[src/rtl/rf_pkg.sv]
// Shared types for the register-file writeback arbiter slice.
// Latency: n/a (types and constants only).
// Backpressure: n/a.
package rf_pkg;

  localparam int XLEN      = 32;
  localparam int REG_IDX_W = 5;

  // One register-file write request: target file, destination index, data.
  typedef struct packed {
    logic                 is_fp;
    logic [REG_IDX_W-1:0] rd;
    logic [XLEN-1:0]      data;
  } wb_req_t;

  // Pending scoreboard, bit index is {is_fp, rd}: int x0..x31 then fp f0..f31.
  typedef logic [63:0] pend_t;

  function automatic logic [5:0] pend_idx(input logic is_fp, input logic [REG_IDX_W-1:0] rd);
    return {is_fp, rd};
  endfunction

endpackage

[src/rtl/rf_wb_fifo.sv]
// Small FIFO holding long-latency results until they win the write port.
// Latency: push visible at head the cycle after the push edge; head is combinational.
// Backpressure: caller must not push when full nor pop when empty (both are ignored).
// Ports: clk, rst (sync, active-high), push/push_data, pop, head, full, empty, count.
module rf_wb_fifo
  import rf_pkg::*;
#(
  parameter int DEPTH = 2,
  localparam int PW = $clog2(DEPTH),
  localparam int CW = $clog2(DEPTH + 1)
) (
  input  logic          clk,
  input  logic          rst,
  input  logic          push,
  input  wb_req_t       push_data,
  input  logic          pop,
  output wb_req_t       head,
  output logic          full,
  output logic          empty,
  output logic [CW-1:0] count
);

  wb_req_t       mem [DEPTH];
  logic [PW-1:0] wr_ptr;
  logic [PW-1:0] rd_ptr;
  logic          do_push;
  logic          do_pop;

  assign full    = (count == CW'(DEPTH));
  assign empty   = (count == '0);
  assign do_push = push && !full;
  assign do_pop  = pop && !empty;
  assign head    = mem[rd_ptr];

  // DEPTH is a power of two, so pointers wrap by natural overflow.
  always_ff @(posedge clk) begin
    if (rst) begin
      wr_ptr <= '0;
      rd_ptr <= '0;
      count  <= '0;
    end else begin
      if (do_push) wr_ptr <= wr_ptr + 1'b1;
      if (do_pop)  rd_ptr <= rd_ptr + 1'b1;
      case ({do_push, do_pop})
        2'b10:   count <= count + 1'b1;
        2'b01:   count <= count - 1'b1;
        default: count <= count;
      endcase
    end
  end

  // Payload storage needs no reset; validity is tracked by count.
  always_ff @(posedge clk) begin
    if (do_push) mem[wr_ptr] <= push_data;
  end

endmodule

[src/rtl/rf_wb_arbiter.sv]
// Arbitrates the single RF write port between pipeline writeback and buffered long-latency results.
// Latency: 0 cycles (write port combinational from granted source); long-latency results wait in FIFO.
// Backpressure: wb_ready drops only when a starved FIFO head preempts; ll_ready = FIFO not full.
// Ports: wb_* pipeline request, ll_* long-latency result, iss_* pending-set, chk_* hazard query,
//        int_wen/fp_wen/rd_idx/wr_data register-file write port, hazard to issue stage.
module rf_wb_arbiter
  import rf_pkg::*;
#(
  parameter int XLEN       = rf_pkg::XLEN,
  parameter int DEPTH      = 2,
  parameter int STARVE_MAX = 4
) (
  input  logic            clk,
  input  logic            rst,
  input  logic            wb_valid,
  output logic            wb_ready,
  input  logic            wb_is_fp,
  input  logic [4:0]      wb_rd,
  input  logic [XLEN-1:0] wb_data,
  input  logic            ll_valid,
  output logic            ll_ready,
  input  logic            ll_is_fp,
  input  logic [4:0]      ll_rd,
  input  logic [XLEN-1:0] ll_data,
  input  logic            iss_valid,
  input  logic            iss_is_fp,
  input  logic [4:0]      iss_rd,
  input  logic [4:0]      chk_rs1_idx,
  input  logic [4:0]      chk_rs2_idx,
  input  logic [4:0]      chk_rd_idx,
  input  logic            chk_rs1_fp,
  input  logic            chk_rs2_fp,
  input  logic            chk_rd_fp,
  input  logic            chk_rs1_en,
  input  logic            chk_rs2_en,
  input  logic            chk_rd_en,
  output logic            hazard,
  output logic            int_wen,
  output logic            fp_wen,
  output logic [4:0]      rd_idx,
  output logic [XLEN-1:0] wr_data
);

  localparam int AGE_W = $clog2(STARVE_MAX + 1);
  localparam int CW    = $clog2(DEPTH + 1);

  wb_req_t          ll_head;
  logic             fifo_full;
  logic             fifo_empty;
  logic [CW-1:0]    fifo_count;
  logic             fifo_push;
  logic             ll_avail;
  logic [AGE_W-1:0] age;
  logic             starve;
  logic             grant_ll;
  logic             grant_wb;
  pend_t            pending;
  pend_t            pend_set;
  pend_t            pend_clr;

  rf_wb_fifo #(.DEPTH(DEPTH)) u_fifo (
    .clk       (clk),
    .rst       (rst),
    .push      (fifo_push),
    .push_data ('{is_fp: ll_is_fp, rd: ll_rd, data: ll_data}),
    .pop       (grant_ll),
    .head      (ll_head),
    .full      (fifo_full),
    .empty     (fifo_empty),
    .count     (fifo_count)
  );

  assign ll_avail  = (fifo_count != '0);
  assign starve    = ll_avail && (age >= AGE_W'(STARVE_MAX));
  assign wb_ready  = !rst && !starve;
  assign ll_ready  = !rst && !fifo_full;
  // Gating on !full also forbids push+pop while full.
  assign fifo_push = ll_valid && ll_ready;

  always_comb begin
    grant_ll = 1'b0;
    grant_wb = 1'b0;
    if (!rst) begin
      if (starve)        grant_ll = 1'b1;
      else if (wb_valid) grant_wb = 1'b1;
      else if (ll_avail) grant_ll = 1'b1;
    end
  end

  // rd=0 writes pass through untouched; the register file discards them.
  always_comb begin
    int_wen = 1'b0;
    fp_wen  = 1'b0;
    rd_idx  = '0;
    wr_data = '0;
    if (grant_ll) begin
      int_wen = !ll_head.is_fp;
      fp_wen  = ll_head.is_fp;
      rd_idx  = ll_head.rd;
      wr_data = ll_head.data;
    end else if (grant_wb) begin
      int_wen = !wb_is_fp;
      fp_wen  = wb_is_fp;
      rd_idx  = wb_rd;
      wr_data = wb_data;
    end
  end

  // Age of the current FIFO head; a pop restarts the count for the next head.
  always_ff @(posedge clk) begin
    if (rst) begin
      age <= '0;
    end else if (grant_ll || fifo_empty) begin
      age <= '0;
    end else if (age < AGE_W'(STARVE_MAX)) begin
      age <= age + 1'b1;
    end
  end

  always_comb begin
    pend_set = '0;
    pend_clr = '0;
    if (grant_ll) pend_clr[pend_idx(ll_head.is_fp, ll_head.rd)] = 1'b1;
    if (iss_valid && (iss_rd != '0)) pend_set[pend_idx(iss_is_fp, iss_rd)] = 1'b1;
  end

  // Set applied after clear so a re-issue in the retire cycle stays pending.
  always_ff @(posedge clk) begin
    if (rst) pending <= '0;
    else     pending <= (pending & ~pend_clr) | pend_set;
  end

  function automatic logic op_hazard(input pend_t p, input logic en, input logic fp,
                                     input logic [4:0] idx);
    return en && (idx != '0) && p[pend_idx(fp, idx)];
  endfunction

  // Registered bits only: a clear this cycle is not bypassed to the issue stage.
  assign hazard = !rst && (op_hazard(pending, chk_rs1_en, chk_rs1_fp, chk_rs1_idx) ||
                           op_hazard(pending, chk_rs2_en, chk_rs2_fp, chk_rs2_idx) ||
                           op_hazard(pending, chk_rd_en,  chk_rd_fp,  chk_rd_idx));

endmodule

[config.mk]
export PLATFORM = sky130hd
export DESIGN_NAME = rf_wb_arbiter
export DESIGN_NICKNAME = d
export VERILOG_FILES = /design/src/rtl/rf_pkg.sv /design/src/rtl/rf_wb_fifo.sv /design/src/rtl/rf_wb_arbiter.sv
export SDC_FILE = /design/constraint.sdc
export NUM_CORES = 1
export LEC_CHECK = 0
export CAP_MARGIN = 25
export CORE_UTILIZATION = 28
export CTS_CLUSTER_SIZE = 40
export DETAILED_ROUTE_END_ITERATION = 8
export MAX_ROUTING_LAYER = met4
export PLACE_DENSITY_LB_ADDON = 0.15
export SLEW_MARGIN = 20
export SYNTH_ARGS = -nofsm -noshare
export SYNTH_HDL_FRONTEND = slang
export SYNTH_SLANG_ARGS = --single-unit
[constraint.sdc]
create_clock -name clk -period 3.3 [get_ports clk]
set_input_delay 0.66 -clock clk [delete_from_list [all_inputs] [get_ports clk]]
set_output_delay 0.66 -clock clk [all_outputs]
set_load 0.01 [all_outputs]
==> flow_summary_export.csv, run 1 <==
group,metric,value,unit
drt,drt-pass1-iter-count,5,
placement,gpl.final_weighted_congestion,0.889,
clock_network,clkTransAtPathRegs,60,ps
synthesis,synth_fp_nets,852,
layout,final_design_utilization,40.2,%
synthesis,netlist_instances,742,
drt,residual_drc,0,
floorplan,dieHeight,168,µm
clock_network,htree_num_levels,4,
layout,final_layout_size_suffix_gt1_share,18.7,%
synthesis,synth_seq_cells,148,
synthesis,synth_top_cells_by_count,"123 x sky130_fd_sc_hd__nand2_1, 108 x sky130_fd_sc_hd__o21ai_0, 76 x sky130_fd_sc_hd__edfxtp_1",
synthesis,yosys_warnings,0,
critical_path,critical_path.endpoint_type,"output port",
pwr,power.density,427,nW/µm²
sta,max_slew.worst_pin.slew,837,ps
synthesis,seq_area_frac_synth,48.3,%
synthesis,post-synth-top-count-cell,"sky130_fd_sc_hd__nand2_1",
synthesis,synth_area_per_cell,10.4,µm²
sta,max_freq,309,MHz
global_routing,via_count_of_the_first_global_routing_pass,6634,
floorplan,std_cell_rows,60,
clock_network,tritoncts,"yes",
pwr,vdd_drop_max,0.350,mV
layout,count_of_antenna_diodes_in_the_layout,0,
run,drv.max_cap_violation_count,0,
hold_path,hp-class,"flip-flop to flip-flop",
global_routing,globalRoute.totalOverflow,0,
floorplan,die-width,168,µm
synthesis,mappedNetlistArea,7710,µm²
global_routing,grt_first_pass_wirelength,37.7,mm
run_status,run_status,"complete, no violations",
synthesis,yosys-top-cells-area,"sky130_fd_sc_hd__edfxtp_1 30%, sky130_fd_sc_hd__dfxtp_1 19%, sky130_fd_sc_hd__mux2i_1 9.5%",
synthesis,synth_largest_type_area_fraction,29.6,%
layout,final.fill_count,2637,
clock_network,clkLatencyLatePin,420,ps
drt,drt.antenna.violating_nets,0,
sta,shortest_clock_period_the_worst_path_allows_after_layout,3230,ps
sta,clock-skew-final,14.8,ps
sta,report.final.setup_viol,0,
floorplan,core_region_area,27000,µm²
critical_path,worst-path-max-fanout,25,
global_routing,largest_net_degree_at_the_start_of_global_routing,75,
drt,postRouteWirelength,24.1,mm
sta,rsz0062_at_grt,"true",
placement,io_buffers,149,
global_routing,grt_use_total,18.0,%
drt,dr_total_vias,6629,
clock_network,cts_hold_repair.buffers,0,
layout,multi_input_gate_area,3890,µm²
sta,final-max-slew-violation-count,0,
drt,wl_per_cell,18.5,µm
drt,viasPerCell,5.10,
sta,period_share,97.9,%
critical_path,crit_type,"input pin to output port",
drt,first_iter_violations,492,
synthesis,ys.flop_type,"sky130_fd_sc_hd__edfxtp_1",
sta,slew_headroom,44.2,%
layout,syn2layout_area_growth,40.5,%
synthesis,synth.lib_cells_used.distinct,48,
global_routing,initial_antenna_violation_count,0,
floorplan,initial_utilization,28.6,%
placement,final_hpwl_dp,17.9,mm
clock_network,clock_sinks,148,
synthesis,async_flop_share,0,%
critical_path,crit_arrival,2570,ps
critical_path,worst-endpoint-required,2640,ps
clock_network,cts_inserted_buffers,17,
synthesis,synthDominantAreaCellType,"sky130_fd_sc_hd__edfxtp_1",
pwr,cellLeakagePower,0.00386,µW
floorplan,floorplan.die_area,28200,µm²
sta,hold_slack,435,ps
clock_network,root_buffer,"sky130_fd_sc_hd__clkbuf_16",
floorplan,io-pin-count,150,
layout,finalNetCount,1056,
clock_network,clk_path_buf_depth,2,
layout,sequential_cell_area,3720,µm²
critical_path,setup.worst_path.start_class,"input pin",
synthesis,synth_enable_flop_cells,76,
sta,final_hold_viol_count,0,
==> flip-flops by register name, indices dropped and copies added (netlist names), named ones only <==
name,cells
u_fifo.rd_ptr,1
u_fifo.wr_ptr,1
age,3
u_fifo.count,2
pending,64
u_fifo.mem,76
==> cell type report <==
type | instances | share of cell area (%)
Clock inverter | 14 | 1.37
Multi-Input combinational cell | 545 | 35.9
Sequential cell | 148 | 34.4
Tap cell | 341 | 3.94
Timing Repair Buffer | 228 | 20.2
Inverter | 6 | 0.208
Clock buffer | 18 | 3.96
==> cell families (layout without fill, tap and decap cells) <==
logic type	after synthesis	after routing	synth area share, %
adder cells (fa/ha/maj)	2	2	0.324
buffers and inverters	49	266	2.87
AND/OR/NAND/NOR	204	204	11.8
XOR/XNOR	3	3	0.341
flip-flops	148	148	48.3
AO/OA/AOI/OAI	223	223	16.2
multiplexers	113	113	20.2
==> per-stage QoR <==
stage	worst slack (ps)	power (µW)	instances	TNS, ps	area [µm²]
global placement	-786	2780	1255	-1580	10000
finish	67.8	4630	1300	0	10800
global route	-8.38	4810	1300	-8.38	10800
floorplan	157	2390	742	0	7710
CTS	-68.0	4650	1295	-68.0	10700
detailed placement	-778	2780	1255	-1110	10000
==> power breakdown <==
part	switching (µW)	total (µW)	internal (µW)
Clock	806	1870	1060
Combinational	359	731	372
Sequential	36.1	2030	1990
Total	1200	4630	3430
==> placed cells by master, fill, tap and decap left out, drive strengths merged, types with 21 or more instances in the layout <==
cell type,instances
clkbuf,21
dfxtp,72
a21oi,75
o21ai,108
dlygate4sd2,23
mux2i,73
buf,81
mux4,30
nor2,24
edfxtp,76
clkdlybuf4s50,114
nand2,123
==> final timing paths <==
kind / startpoint / to / slack (ps) / cells after the start
min reg2reg: age[0] / age[0] / 440 / 1
max reg2reg: u_fifo.count[0] / pending[5] / 1100 / 7
min: age[0] / age[0] / 440 / 1
max: wb_valid / rd_idx[1] / 70 / 7
==> metal layers <==
| metal | wire, µm | part of all wire [%] | global-route usage, % | vias up |
|---|---|---|---|---|
| met5 | 0 | 0 | - | - |
| met1 | 11200 | 46 | 23.8 | 3157 |
| li1 | - | - | - | 3201 |
| met4 | 416 | 1.7 | 5.07 | 0 |
| met2 | 10800 | 45 | 27.1 | 248 |
| met3 | 1700 | 7.0 | 4.58 | 23 |
==> critical path, stage by stage <==
cell	delay, ps
sky130_fd_sc_hd__clkdlybuf4s50_1	410
sky130_fd_sc_hd__nor2b_1	140
sky130_fd_sc_hd__or3_1	390
sky130_fd_sc_hd__buf_12	180
sky130_fd_sc_hd__a21oi_4	150
sky130_fd_sc_hd__a21o_1	100
sky130_fd_sc_hd__clkdlybuf4s50_1	520
==> what timing repair did <==
action                     CTS  global route
cloned                       2             0
setup buffers                6             5
setup endpoints to repair   21            17
resized for setup           54            40
pin swaps                    8            10
Power figures use the tool's default switching activity.
==> run 2, diff against run 1 <==
CORE_ASPECT_RATIO = 0.5   (was not set)
==> run 2 against run 1 <==
The flow now finishes with violations (negative setup slack). Final area increased by 0.29%. Setup slack got worse by 98 ps. Total power increased by 0.46%. Largest power group unchanged.
==> flow_summary_export.csv, run 2 (synthesized netlist as in run 1, its figures left out) <==
group,metric,value,unit
hold_path,min-delay-start,"age[0]",
clock_network,clkLatencyLatePin,420,ps
pwr,cellLeakagePower,0.00408,µW
layout,final_layout_size_suffix_gt1_share,18.0,%
critical_path,crit_type,"input pin to output port",
pwr,power.density,428,nW/µm²
placement,placedCellCount,1263,
sta,shortest_clock_period_the_worst_path_allows_after_layout,3330,ps
run_status,violations,"negative setup slack",
global_routing,largest_net_degree_at_the_start_of_global_routing,56,
floorplan,std_cell_rows,42,
critical_path,cpMostUsedCell,"sky130_fd_sc_hd__mux2i_1",
clock_network,clkTransAtPathRegs,60,ps
drt,dr_total_vias,6738,
floorplan,floorplan.die_area,28300,µm²
floorplan,die-width,237,µm
layout,syn2layout_area_growth,40.9,%
run_status,run_status,"finished with violations",
sta,period_share,101,%
drt,drt.antenna.violating_nets,0,
global_routing,grt_use_total,19.7,%
critical_path,timing.critical_path.slowest_cell_delay,480,ps
sta,postLayoutSetupSlackWorst,-30.1,ps
clock_network,cts_hold_repair.buffers,0,
floorplan,initial_utilization,28.8,%
drt,viasPerCell,5.16,
pwr,vdd_drop_max,0.349,mV
drt,postRouteWirelength,26.5,mm
placement,place_worst_setup_slack,-767,ps
critical_path,crit_arrival,2670,ps
global_routing,via_count_of_the_first_global_routing_pass,6741,
critical_path,timing.rr.start,"u_fifo.count[0]",
clock_network,htree_num_levels,4,
layout,largest_reg_flops,76,
critical_path,setup.worst_path.start_class,"input pin",
critical_path,timing.critical_path.cells,"clkdlybuf4s15_2, buf_12, buf_8, buf_4, mux4_2, mux2i_1, mux2i_1, nor2_1, o32a_1, o22a_1, o22ai_2, buf_2",
layout,layout_top_registers,"u_fifo.mem: 76 flops, pending: 64 flops, age: 3 flops",
sta,final-max-slew-violation-count,0,
clock_network,tritoncts,"yes",
placement,final_hpwl_dp,19.7,mm
critical_path,worst-r2r-cell-count,8,
clock_network,root_buffer,"sky130_fd_sc_hd__clkbuf_16",
critical_path,critical_path.endpoint_type,"output port",
drt,wl_per_cell,20.3,µm
placement,io_buffers,149,
critical_path,crit_slowest_cell,"sky130_fd_sc_hd__mux4_2",
drt,residual_drc,0,
global_routing,globalRoute.totalOverflow,0,
placement,gpl.final_weighted_congestion,0.961,
clock_network,cts_inserted_buffers,17,
sta,hold_slack,429,ps
layout,final_design_utilization,40.6,%
hold_path,hold_path_depth,1,
sta,rsz0062_at_grt,"true",
run,drv.max_cap_violation_count,0,
critical_path,worst-endpoint-required,2640,ps
sta,final_hold_viol_count,0,
clock_network,clock_sinks,148,
critical_path,cp-startpoint,"chk_rs2_idx[0]",
layout,largest-register,"u_fifo.mem",
global_routing,initial_antenna_violation_count,0,
layout,layout.cells.most_common_list,"123 x sky130_fd_sc_hd__nand2_1, 105 x sky130_fd_sc_hd__o21ai_0, 100 x sky130_fd_sc_hd__clkdlybuf4s50_1",
layout,layout.cells.non_filler,1307,
floorplan,dieHeight,119,µm
sta,max_slew.worst_pin.slew,939,ps
sta,report.final.setup_viol,1,
critical_path,worst-path-max-fanout,7,
floorplan,core_region_area,26700,µm²
floorplan,io-pin-count,150,
pwr,total_power,4650,µW
global_routing,grt_first_pass_wirelength,40.4,mm
sta,max_freq,300,MHz
layout,finalNetCount,1052,
sta,slew_headroom,36.9,%
layout,final.fill_count,2607,
hold_path,hp-class,"flip-flop to flip-flop",
layout,layout_commonest_cell,"sky130_fd_sc_hd__nand2_1",
drt,first_iter_violations,511,
clock_network,clk_path_buf_depth,2,
sta,clock-skew-final,7.81,ps
drt,drt-pass1-iter-count,5,
layout,count_of_antenna_diodes_in_the_layout,0,
run 2: final cells by class:
type                            instances  area (µm²)  share of cell area (%)
Clock inverter                         11        97.6                   0.898
Tap cell                              352         440                    4.05
Clock buffer                           21         483                    4.44
Inverter                                6        22.5                   0.207
Multi-Input combinational cell        545        3880                    35.7
Timing Repair Buffer                  224        2220                    20.5
Sequential cell                       148        3720                    34.3
run 2: path summary, 6_finish.rpt:
| path | endpoint | slack (ps) |
|---|---|---|
| worst min register to register | age[0] | 430 |
| worst max-delay path | hazard | -30 |
| worst max register to register | pending[47] | 970 |
| worst min-delay path | age[0] | 430 |
run 2: report_power, final:
part / switching, µW / internal (µW)
logic: 363 / 363
clock network: 770 / 1130
registers: 33.2 / 1990
run 2: critical path: cells and delay by family:
kind	cells	cell delay [ps]
multiplexers	3	780
AND/OR/NAND/NOR	1	100
AO/OA/AOI/OAI	3	400
buffers and inverters	5	720
run 2: timing repair:
item | CTS | global route
pin swaps | 10 | 5
resized for setup | 66 | 28
gates cloned | 1 | 0
setup endpoints to repair | 22 | 19
setup buffers | 8 | 3
run 2: per-stage QoR:
step	TNS [ps]	cell area, µm²
after floorplan	0	7710
after global placement	-938	10000
after detailed placement	-1470	10000
after CTS	-37.2	10800
after global routing	-124	10900
final	-30.1	10900
run 2: layer usage:
metal / GRT usage [%] / wire, µm / vias up
met2: 30.1 / 12100 / 239
met4: 4.67 / 330 / 0
met1: 26.9 / 12300 / 3280
met5: - / 0 / -
li1: - / - / 3194
met3: 3.85 / 1760 / 25
==> run 3, diff against run 2 <==
ABC_CLOCK_PERIOD_IN_PS = 3300   (was not set)
CAP_MARGIN = 20   (was 25)
SKIP_CTS_REPAIR_TIMING = 1   (was not set)
==> run 3 against run 2 <==
The flow still finishes with violations (negative setup slack). Hold slack about the same. Clock skew up 1.3 ps. Sequential power about the same. Final area up 0.81%. Non-clock buffer count down 2. Global-route usage down 0.39 points. Sequential share of layout area down 0.27 points. First-iteration DRC count down 2.7%. Wire length up 0.78%. Clock power about the same. Critical path type unchanged.
==> flow_summary_export.csv, run 3 (synthesized netlist as in run 1, its figures left out) <==
group,metric,value,unit
clock_network,htree_num_levels,4,
floorplan,initial_utilization,28.8,%
drt,drt-pass1-iter-count,5,
floorplan,die-width,237,µm
layout,final.fill_count,2593,
layout,layout.cells.most_common_list,"123 x sky130_fd_sc_hd__nand2_1, 110 x sky130_fd_sc_hd__clkdlybuf4s50_1, 106 x sky130_fd_sc_hd__o21ai_0",
layout,syn2layout_area_growth,42.1,%
drt,postRouteWirelength,26.7,mm
layout,layout_top_registers,"u_fifo.mem: 76 flops, pending: 64 flops, age: 3 flops",
critical_path,regToRegSetupSlack,970,ps
placement,io_buffers,149,
layout,count_of_antenna_diodes_in_the_layout,0,
sta,hold_slack,429,ps
layout,final_layout_size_suffix_gt1_share,18.0,%
critical_path,cp-startpoint,"chk_rd_idx[3]",
drt,dr_total_vias,6754,
critical_path,worst-endpoint-required,2640,ps
hold_path,hp-class,"flip-flop to flip-flop",
critical_path,setup.worst_path.start_class,"input pin",
floorplan,core_region_area,26700,µm²
layout,finalNetCount,1050,
critical_path,crit_arrival,2730,ps
floorplan,dieHeight,119,µm
critical_path,timing.critical_path.slowest_cell_delay,460,ps
sta,clock-skew-final,9.07,ps
placement,place_area,10000,µm²
run,drv.max_cap_violation_count,0,
global_routing,largest_net_degree_at_the_start_of_global_routing,56,
sta,postLayoutSetupSlackWorst,-85.5,ps
sta,max_freq,295,MHz
drt,residual_drc,0,
pwr,total_power,4660,µW
clock_network,clk_path_buf_depth,2,
floorplan,std_cell_rows,42,
layout,largest-register,"u_fifo.mem",
global_routing,initial_antenna_violation_count,0,
run_status,violations,"negative setup slack",
sta,final-max-slew-violation-count,0,
placement,place_worst_setup_slack,-767,ps
clock_network,clock_sinks,148,
clock_network,clkLatencyLatePin,420,ps
layout,final_design_area_no_fill,11000,µm²
global_routing,via_count_of_the_first_global_routing_pass,6663,
sta,shortest_clock_period_the_worst_path_allows_after_layout,3390,ps
layout,largest_reg_flops,76,
placement,final_hpwl_dp,19.7,mm
global_routing,grt_first_pass_wirelength,39.6,mm
critical_path,timing.critical_path.cells,"clkdlybuf4s50_1, buf_4, nand3b_1, o22ai_1, a211oi_2, a21oi_1, a21oi_1, o22a_1, o22ai_2, buf_2",
layout,sequential_cell_area,3720,µm²
critical_path,critical_path.endpoint_type,"output port",
critical_path,crit_type,"input pin to output port",
drt,first_iter_violations,497,
floorplan,floorplan.die_area,28300,µm²
run_status,run_status,"finished with violations",
pwr,power.density,425,nW/µm²
clock_network,tritoncts,"yes",
floorplan,io-pin-count,150,
global_routing,grt_use_total,19.3,%
critical_path,timing.rr.start,"u_fifo.count[0]",
global_routing,globalRoute.totalOverflow,0,
critical_path,worst-path-max-fanout,6,
critical_path,cpMostUsedCell,"sky130_fd_sc_hd__a21oi_1",
clock_network,root_buffer,"sky130_fd_sc_hd__clkbuf_16",
layout,final_design_utilization,41.0,%
drt,wl_per_cell,20.5,µm
drt,drt.antenna.violating_nets,0,
placement,gpl.final_weighted_congestion,0.961,
sta,report.final.setup_viol,1,
sta,final_hold_viol_count,0,
pwr,vdd_drop_max,0.351,mV
drt,viasPerCell,5.18,
pwr,cellLeakagePower,0.00426,µW
layout,multi_input_gate_area,3920,µm²
sta,rsz0062_at_grt,"true",
clock_network,clkTransAtPathRegs,60,ps
sta,slew_headroom,35.4,%
layout,layout_commonest_cell,"sky130_fd_sc_hd__nand2_1",
sta,period_share,103,%
critical_path,crit_slowest_cell,"sky130_fd_sc_hd__clkdlybuf4s50_1",
clock_network,cts_inserted_buffers,17,
sta,max_slew.worst_pin.slew,962,ps
hold_path,min-delay-start,"age[0]",
run 3: cell types whose count changed in the layout (fill, tap and decap cells not counted), moves of 2 or more:
cell and delta:
sky130_fd_sc_hd__mux4_1 +3, sky130_fd_sc_hd__o221ai_2 +5, sky130_fd_sc_hd__mux4_2 -3, sky130_fd_sc_hd__clkdlybuf4s50_1 +10
sky130_fd_sc_hd__dlygate4sd2_1 -26, sky130_fd_sc_hd__mux2_2 +2, sky130_fd_sc_hd__o221ai_1 -5, sky130_fd_sc_hd__buf_6 +3
sky130_fd_sc_hd__dlymetal6s2s_1 +19, sky130_fd_sc_hd__buf_4 -4, sky130_fd_sc_hd__mux2_4 -2, sky130_fd_sc_hd__clkdlybuf4s15_2 -2
run 3: layout make-up:
class,count,share of cell area [%]
multi-input combinational,545,35.7
sequential,148,34.0
timing repair buffer,222,20.7
clock buffer,21,4.41
tap,352,4.02
clock inverter,11,0.891
inverter,6,0.206
run 3: path summary, 6_finish.rpt:
| kind | to | cells past startpoint |
|---|---|---|
| setup / recovery | hazard | 10 |
| hold / removal | age[0] | 1 |
| setup reg to reg | pending[36] | 8 |
| hold reg to reg | age[0] | 1 |
run 3: through the flow:
| step | setup TNS, ps | instances |
|---|---|---|
| 4_1_cts | -1520 | 1295 |
| 3_5_place_dp | -1470 | 1263 |
| 5_1_grt | -209 | 1305 |
| 3_3_place_gp | -938 | 1263 |
| 6_report | -85.5 | 1305 |
| 2_1_floorplan | 0 | 742 |
run 3: report_power, final:
part | internal, µW | switching, µW | total, µW | leakage [µW]
combinational | 371 | 365 | 736 | 0.00269
clock | 1130 | 772 | 1900 | 0.000296
sequential | 1990 | 33.2 | 2030 | 0.00128
total | 3490 | 1170 | 4660 | 0.00426
run 3: per-layer routing:
layer	GRT usage [%]	wire length, µm	share of wire [%]
met3	3.96	1700	6.4
met2	28.8	12000	45
met4	5.84	539	2.0
met1	26.4	12500	47
met5	-	0	0
run 3: critical path: cells and delay by family:
family / cells / cell delay (ps)
AO/OA/AOI/OAI: 6 / 990
buffers and inverters: 3 / 810
AND/OR/NAND/NOR: 1 / 260
